$ cat src/rtl/branch_cond_unit.sv
// Branch condition unit: resolves B / B.cond / CBZ against the (optionally forwarded) flags,
// registers the taken decision and sequences the wrong-path flush. Stats counters: BRANCH_STATS_EN.
module branch_cond_unit #(
  parameter int unsigned FLUSH_DEPTH = 1,
  parameter int unsigned CNT_W       = 16
) (
  input  logic             clk,
  input  logic             reset,
  input  logic             valid_in,
  input  logic             br_uncond,
  input  logic             br_cbz,
  input  logic             br_cond,
  input  logic [3:0]       cond,
  input  logic [2:0]       flag_q,
  input  logic             z_q,
  input  logic             fwd_valid,
  input  logic [2:0]       fwd_nvc,
  input  logic             fwd_z,
  input  logic             alu_zero,
  input  logic             stall,
  output logic             taken,
  output logic             flush,
  output logic             busy
`ifdef BRANCH_STATS_EN
  ,
  output logic [CNT_W-1:0] taken_cnt,
  output logic [CNT_W-1:0] ntaken_cnt
`endif
);

  localparam int unsigned DEPTH = (FLUSH_DEPTH < 1) ? 1 :
                                  (FLUSH_DEPTH > 3) ? 3 : FLUSH_DEPTH;

  typedef enum logic [0:0] {
    S_IDLE  = 1'b0,
    S_FLUSH = 1'b1
  } state_t;

  state_t     r_state, w_state_n;
  logic [1:0] r_cnt, w_cnt_n;
  logic       r_taken, w_taken_n;
  logic       r_flush, w_flush_n;
  logic       r_busy, w_busy_n;

  logic w_n, w_v, w_c, w_z;
  logic w_ge, w_gt, w_hi;
  logic w_cond_true;
  logic w_take;
  logic w_br_present;
  logic w_resolve;

  // EX result overrides the flag register when it is writing the flags this cycle
  assign {w_n, w_v, w_c} = fwd_valid ? fwd_nvc : flag_q;
  assign w_z             = fwd_valid ? fwd_z   : z_q;

  assign w_ge = (w_n == w_v);
  assign w_gt = ~w_z & w_ge;
  assign w_hi = w_c & ~w_z;

  always_comb begin
    w_cond_true = 1'b0;
    unique case (cond)
      4'b0000: w_cond_true = w_z;
      4'b0001: w_cond_true = ~w_z;
      4'b0010: w_cond_true = w_c;
      4'b0011: w_cond_true = ~w_c;
      4'b0100: w_cond_true = w_n;
      4'b0101: w_cond_true = ~w_n;
      4'b0110: w_cond_true = w_v;
      4'b0111: w_cond_true = ~w_v;
      4'b1000: w_cond_true = w_hi;
      4'b1001: w_cond_true = ~w_hi;
      4'b1010: w_cond_true = w_ge;
      4'b1011: w_cond_true = ~w_ge;
      4'b1100: w_cond_true = w_gt;
      4'b1101: w_cond_true = ~w_gt;
      default: w_cond_true = 1'b1;
    endcase
  end

  assign w_br_present = valid_in & (br_uncond | br_cbz | br_cond);

  always_comb begin
    if (br_uncond)   w_take = 1'b1;
    else if (br_cbz) w_take = alu_zero;
    else             w_take = w_cond_true;
  end

  always_comb begin
    w_state_n = r_state;
    w_cnt_n   = r_cnt;
    w_taken_n = 1'b0;
    w_flush_n = 1'b0;
    w_busy_n  = 1'b0;
    w_resolve = 1'b0;
    unique case (r_state)
      S_IDLE: begin
        // While flush is up the slot behind the taken branch is wrong-path, even at DEPTH=1
        if (w_br_present && !r_flush) begin
          w_resolve = 1'b1;
          if (w_take) begin
            w_taken_n = 1'b1;
            w_flush_n = 1'b1;
            w_cnt_n   = 2'(DEPTH - 1);
            if (DEPTH > 1) w_state_n = S_FLUSH;
          end
        end
      end
      S_FLUSH: begin
        if (r_cnt == '0) begin
          w_state_n = S_IDLE;
        end else begin
          w_cnt_n   = r_cnt - 2'd1;
          w_flush_n = 1'b1;
          w_busy_n  = 1'b1;
        end
      end
      default: w_state_n = S_IDLE;
    endcase
  end

  always_ff @(posedge clk) begin
    if (reset) begin
      r_state <= S_IDLE;
      r_cnt   <= '0;
      r_taken <= 1'b0;
      r_flush <= 1'b0;
      r_busy  <= 1'b0;
    end else if (!stall) begin
      r_state <= w_state_n;
      r_cnt   <= w_cnt_n;
      r_taken <= w_taken_n;
      r_flush <= w_flush_n;
      r_busy  <= w_busy_n;
    end
  end

  assign taken = r_taken;
  assign flush = r_flush;
  assign busy  = r_busy;

`ifdef BRANCH_STATS_EN
  logic [CNT_W-1:0] r_taken_cnt;
  logic [CNT_W-1:0] r_ntaken_cnt;

  always_ff @(posedge clk) begin
    if (reset) begin
      r_taken_cnt  <= '0;
      r_ntaken_cnt <= '0;
    end else if (!stall && w_resolve) begin
      if (w_take) r_taken_cnt  <= r_taken_cnt + CNT_W'(1);
      else        r_ntaken_cnt <= r_ntaken_cnt + CNT_W'(1);
    end
  end

  assign taken_cnt  = r_taken_cnt;
  assign ntaken_cnt = r_ntaken_cnt;
`else
  localparam int unsigned unused_cnt_w = CNT_W;
`endif

endmodule

$ cat config.mk
export PLATFORM = sky130hd
export DESIGN_NAME = branch_cond_unit
export DESIGN_NICKNAME = d
export VERILOG_FILES = /design/src/rtl/branch_cond_unit.sv
export SDC_FILE = /design/constraint.sdc
export NUM_CORES = 1
export LEC_CHECK = 0
export CAP_MARGIN = 20
export CORE_MARGIN = 3
export CORE_UTILIZATION = 35
export DETAILED_ROUTE_END_ITERATION = 7
export MAX_ROUTING_LAYER = met4
export PLACE_DENSITY = 0.68
export REMOVE_ABC_BUFFERS = 1
export SLEW_MARGIN = 20
export SYNTH_ARGS = -nofsm -noshare
export SYNTH_HDL_FRONTEND = slang
export SYNTH_SLANG_ARGS = --single-unit
$ cat constraint.sdc
create_clock -name clk -period 2.44 [get_ports clk]
set_input_delay 0.732 -clock clk [delete_from_list [all_inputs] [get_ports clk]]
set_output_delay 0.732 -clock clk [all_outputs]
set_load 0.03 [all_outputs]
==> results of run 1 <==
-- worst max-delay path by stage --
stage | from | to | slack (ns) | depth (start not counted)
floorplan | fwd_valid | r_cnt[0]$_SDFFE_PP0P_ | 0.25 | 6
global placement | fwd_valid | r_cnt[0]$_SDFFE_PP0P_ | -0.32 | 7
detailed placement | fwd_valid | r_cnt[0]$_SDFFE_PP0P_ | -0.35 | 7
CTS | flag_q[2] | r_cnt[0]$_SDFFE_PP0P_ | 0.02 | 7
global route | cond[0] | r_cnt[0]$_SDFFE_PP0P_ | 0.003 | 7
finish | cond[0] | r_cnt[0]$_SDFFE_PP0P_ | 0.08 | 7
-- final cells by class --
type                       count  area share
clock buffer                   4     0.02804
timing repair buffer          33      0.3405
sequential                     5      0.1068
tap                           15     0.02003
inverter                       2    0.008011
multi-input combinational     59      0.4967
-- cell families (layout without fill, tap and decap cells) --
logic type      Yosys count  after routing
flops                     5              5
fa+ha+maj                 1              1
buf+inv                   5             39
xor+xnor                  4              4
mux                       5              5
compound gates           17             17
simple gates             32             32
-- worst register-to-register path, delay by kind of cell (launching register included) --
| family | cells | cell delay (ns) |
|---|---|---|
| AND/OR/NAND/NOR | 3 | 0.65 |
| buffers and inverters | 1 | 0.08 |
| adder cells (fa/ha/maj) | 1 | 0.16 |
| AO/OA/AOI/OAI | 2 | 0.29 |
| flip-flops | 1 | 0.30 |
-- sequential cells by signal (all words and copies together) (netlist names) --
name   flops
r_cnt      2
busy       1
flush      1
taken      1
-- power breakdown --
group / leakage (uW) / internal, uW / switching (uW)
clock network: 0.0000150 / 62.1 / 37.6
registers: 0.0000405 / 83.8 / 1.10
logic: 0.000349 / 69.5 / 53.1
total: 0.000405 / 215 / 91.8
-- layout by cell type (no fill, tap or decap), types with 4 or more instances in the layout --
master / n
a21oi_1: 4
buf_4: 10
clkdlybuf4s50_1: 13
dfxtp_1: 5
dlymetal6s2s_1: 7
nor2_1: 4
nor2b_1: 4
-- per-stage QoR --
stage | util | cells
after floorplan | - | 66
after global placement | 0.6136 | 114
after detailed placement | 0.6136 | 114
after CTS | 0.6404 | 118
after global routing | 0.6699 | 118
final | 0.6699 | 118
-- metal layers --
layer / global-route usage / part of all wire / vias to the layer above
met5: - / 0 / -
met4: 0.01705 / 0 / 0
met2: 0.2308 / 0.48 / 15
met3: 0.04743 / 0.057 / 0
met1: 0.2553 / 0.46 / 289
li1: - / - / 334
-- timing repair --
item	in CTS	in global routing
resized for setup	5	12
pin swaps	0	4
cloned	0	0
endpoints found under the setup margin	2	4
==> flow_metrics.py, run 1 <==
metrics = {
    "synth": {
        "ys_top_cells_by_count": "6 x a21oi_1, 5 x dfxtp_1, 4 x mux2i_1, 4 x nor2_1, 4 x nor2b_1",
        "synth_edf_count": 0,
        "synth_compound_area_frac": 0.1996,
        "muxShareOfSynthArea": 0.1121,
        "synth_cell_types": 36,
        "ys_ff_latch": 5,
        "synthXorXnorAreaFrac": 0.06278,
        "synthTopCellsByArea": "dfxtp_1 18%, mux2i_1 7.2%, a21oi_1 5.4%",
        "syn-instance-count": 69,
        "synth.top_cell.area_share": 0.1794,
        "synthArstFlopShare": 0,
        "synth_top_family_by_area": "simple AND/OR/NAND/NOR gates",
        "synth_top_area_cell": "dfxtp_1",
        "synth-simple-area-share": 0.3677,
        "synth_ff_type": "dfxtp_1",
        "synth_seq_area_share": 0.1794,
        "yosysWarnings": 0,
        "synth.avg_cell_area_um2": 8.087,
        "syn_area_um2": 558.0,
        "synthAdderAreaFrac": 0.02242,
        "synth.most_common_cell": "a21oi_1",
    },
    "worst_hold_path": {
        "hold_start": "taken$_SDFFE_PP0N_",
        "hold_depth": 2,
        "whs_endpoint": "taken$_SDFFE_PP0N_",
        "hp-class": "reg2reg",
    },
    "die": {
        "io_pins": 24,
        "die_w_um": 45.93,
        "die-area_um2": 2110,
        "core_um2": 1399,
        "num_rows": 13,
        "dieHeight_um": 45.93,
        "start_util": 0.3989,
    },
    "layout": {
        "layout-drive-gt1-share": 0.2233,
        "nFillCells": 129,
        "register_area_um2": 100.1,
        "area_growth_pct": 67.94,
        "n_antenna_cell": 0,
        "fin_nets": 126,
        "multi_input_area_um2": 465.4,
        "design_area_um2": 937.1,
    },
    "placed_design": {
        "place_ws_ns": -0.3495,
        "dp_hpwl_um": 1280,
        "placed_area_um2": 858.3,
        "port_buffers": 23,
        "gp_congestion": 0.7731,
    },
    "global_routing": {
        "antenna_found_initial": 0,
        "grt_max_degree": 10,
        "grt_first_pass_wirelength_um": 2608,
        "overflow": 0,
        "grt.total_usage": 0.1705,
        "grt_pass1_vias": 604,
    },
    "worst_setup_path": {
        "arrival_ns": 2.54,
        "reg2reg_depth": 7,
        "max_stage_delay_ns": 0.55,
        "crit-reg2reg-launch": "r_cnt[0]$_SDFFE_PP0P_",
        "end_kind": "register",
        "critPathKind": "in2reg",
        "crit_buf_inv": 1,
        "cp_max_fo": 2,
        "slowest_stage": "or4_1",
        "cp_cell_sequence": "clkdlybuf4s50_1 > or2_0 > a221o_1 > o2111ai_2 > a31oi_1 > or4_1 > a21oi_2",
        "worstSetupStartpointType": "input port",
        "r2r-end": "r_cnt[0]$_SDFFE_PP0P_",
        "crit_family": "simple AND/OR/NAND/NOR gates",
        "cp.required_ns": 2.62,
        "r2r_slack_ns": 0.90,
    },
    "drt": {
        "ant_nets": 0,
        "wl_per_cell_um": 13.81,
        "drcViolationCount": 0,
        "drtPass1Iterations": 4,
        "vias_per_cell": 5.407,
        "vias": 638,
        "routed_wl_um": 1629,
        "drt_iter0_markers": 10,
    },
    "clocking": {
        "cts_tree": "built",
        "clock-sinks": 5,
        "clk_latency_ns": 0.25,
        "cts.htree.levels": 1,
        "holdBufCountCts": 0,
        "cts_made_buffers": 3,
        "postCtsSetupRepairBufs": 0,
        "cts_root_buffer": "clkbuf_4",
        "cts_buffer_depth": 2,
        "path_clk_slew_ns": 0.04,
    },
    "status": {
        "status": "completed",
    },
    "timing": {
        "rsz0062_at_grt": "no",
        "finalCriticalPeriod_ns": 2.357,
        "final_hold_viol_count": 0,
        "tns_ns": 0,
        "finalClockSkew_ns": 0.0008860,
        "maxSlewViolCount": 0,
        "whs_ns": 0.4531,
        "fmax_mhz": 424.2,
        "tightestPinTransition_ns": 0.3478,
        "setup_viol": 0,
        "slew_headroom": 0.7650,
        "fin_ws_ns": 0.08269,
        "period_share": 0.9661,
    },
    "pwr": {
        "max-vdd-ir-drop_uv": 247.5,
        "total_power_uw": 307.2,
        "p_per_area_nw_per_um2": 327.8,
        "p_leak_uw": 0.0004048,
    },
    "job": {
        "cap_violations": 0,
    },
}
Note: power is estimated with default switching activity, not from simulation.
==> inputs of run 2 (changes only) <==
--- a/config.mk
+++ b/config.mk
@@ -11,6 +11,7 @@
 export DETAILED_ROUTE_END_ITERATION = 7
 export MAX_ROUTING_LAYER = met4
 export PLACE_DENSITY = 0.68
+export RECOVER_POWER = 50
 export REMOVE_ABC_BUFFERS = 1
 export SLEW_MARGIN = 20
 export SYNTH_ARGS = -nofsm -noshare
==> flow_metrics.py, run 2 (same netlist as run 1, synthesis figures left out) <==
metrics = {
    "layout": {
        "design_area_um2": 937.1,
        "instances_no_fill": 118,
        "n_antenna_cell": 0,
        "regMostFlops": "r_cnt",
        "area_growth_pct": 67.94,
        "layout.cells.most_common_list": "10 x clkdlybuf4s50_1, 10 x buf_4, 7 x dlymetal6s2s_1",
        "fin_nets": 126,
        "layout-drive-gt1-share": 0.2233,
        "largest_register_ff_count": 2,
    },
    "die": {
        "die-area_um2": 2110,
        "num_rows": 13,
        "die_w_um": 45.93,
        "io_pins": 24,
        "start_util": 0.3989,
        "core_um2": 1399,
        "dieHeight_um": 45.93,
    },
    "worst_setup_path": {
        "end_kind": "register",
        "cp_max_fo": 2,
        "cp.required_ns": 2.62,
        "arrival_ns": 2.54,
        "critPathKind": "in2reg",
        "worstSetupStartpointType": "input port",
    },
    "global_routing": {
        "grt_pass1_vias": 604,
        "overflow": 0,
        "grt_first_pass_wirelength_um": 2608,
        "antenna_found_initial": 0,
        "grt.total_usage": 0.1705,
        "grt_max_degree": 10,
    },
    "timing": {
        "tightestPinTransition_ns": 0.3477,
        "period_share": 0.9661,
        "finalCriticalPeriod_ns": 2.357,
        "rsz0062_at_grt": "no",
        "fmax_mhz": 424.2,
        "final_hold_viol_count": 0,
        "slew_headroom": 0.7650,
        "finalClockSkew_ns": 0.0008827,
        "setup_viol": 0,
        "maxSlewViolCount": 0,
    },
    "pwr": {
        "internal-power_uw": 214.4,
        "p_per_area_nw_per_um2": 326.7,
        "power_frac_seq": 0.277,
        "combPwrFrac": 0.397,
        "p_leak_uw": 0.0004109,
        "max-vdd-ir-drop_uv": 246.1,
        "total_power_uw": 306.2,
        "p_clk_frac": 0.326,
        "switching_power_uw": 91.74,
        "power_switching_share": 0.2997,
    },
    "drt": {
        "vias_per_cell": 5.407,
        "drtPass1Iterations": 4,
        "wl_per_cell_um": 13.80,
        "drcViolationCount": 0,
        "drt_iter0_markers": 10,
        "ant_nets": 0,
        "vias": 638,
        "routed_wl_um": 1628,
    },
    "clocking": {
        "clock-sinks": 5,
        "cts_root_buffer": "clkbuf_4",
        "cts_made_buffers": 3,
        "cts_tree": "built",
        "cts.htree.levels": 1,
        "clk_latency_ns": 0.25,
        "holdBufCountCts": 0,
        "path_clk_slew_ns": 0.04,
        "cts_buffer_depth": 2,
    },
    "worst_hold_path": {
        "hp-class": "reg2reg",
    },
    "placed_design": {
        "place_inst": 114,
        "dp_hpwl_um": 1280,
        "port_buffers": 23,
        "gp_congestion": 0.7731,
        "placed_area_um2": 858.3,
    },
    "job": {
        "cap_violations": 0,
    },
    "status": {
        "status": "completed",
    },
}
==> run 2: what timing repair did <==
item                                    in CTS  in global routing
resized for setup                            5                 12
endpoints found under the setup margin       2                  4
setup buffers                                0                  0
pin swaps                                    0                  4
==> run 2: critical path: stages <==
cell and delay [ns]:
clkdlybuf4s50_1 0.41, or2_0 0.22, a221o_1 0.28, o2111ai_2 0.10
a31oi_1 0.12, or4_1 0.55, a21oi_2 0.13
==> run 2: final timing paths <==
kind                          from                     to  slack [ns]  cells past startpoint
min reg2reg     taken$_SDFFE_PP0N_     taken$_SDFFE_PP0N_        0.45                      2
min             taken$_SDFFE_PP0N_     taken$_SDFFE_PP0N_        0.45                      2
max reg2reg  r_cnt[0]$_SDFFE_PP0P_  r_cnt[0]$_SDFFE_PP0P_        0.90                      7
max                        cond[0]  r_cnt[0]$_SDFFE_PP0P_        0.08                      7
==> run 2: stage by stage <==
step                      worst slack [ns]    util  hold WS, ns  TNS, ns
final                              0.08265  0.6699       0.4499        0
after global routing              0.003436  0.6699       0.4911        0
after CTS                          0.02399  0.6404       0.4552        0
after detailed placement           -0.3495  0.6136       0.4491   -1.021
after global placement             -0.3202  0.6136       0.4466  -0.9302
after floorplan                     0.2491       -       0.4512        0
==> run 2: per-layer routing <==
metal | up-vias | GRT usage | routed length [um]
met4 | 0 | 0.01705 | 0
met5 | - | - | 0
met2 | 15 | 0.2308 | 787
met3 | 0 | 0.04743 | 93
met1 | 289 | 0.2553 | 747
li1 | 334 | - | -
==> run 2: cell type report <==
type                    instances  area, um^2
inverters                       2       7.507
flip-flops and latches          5       100.1
well taps                      15       18.77
repair buffers                 33       319.1
clock buffers                   4       26.28
multi-input cells              59       465.4
fillers                       129       461.7
==> run 2: power groups by stage <==
stage / Clock (uW) / Sequential (uW) / Combinational, uW
floorplan: 0 / 90.1 / 42.2
global placement: 0 / 86.3 / 116
detailed placement: 0 / 86.4 / 117
CTS: 103 / 84.9 / 119
global route: 108 / 84.9 / 132
finish: 99.7 / 84.8 / 122
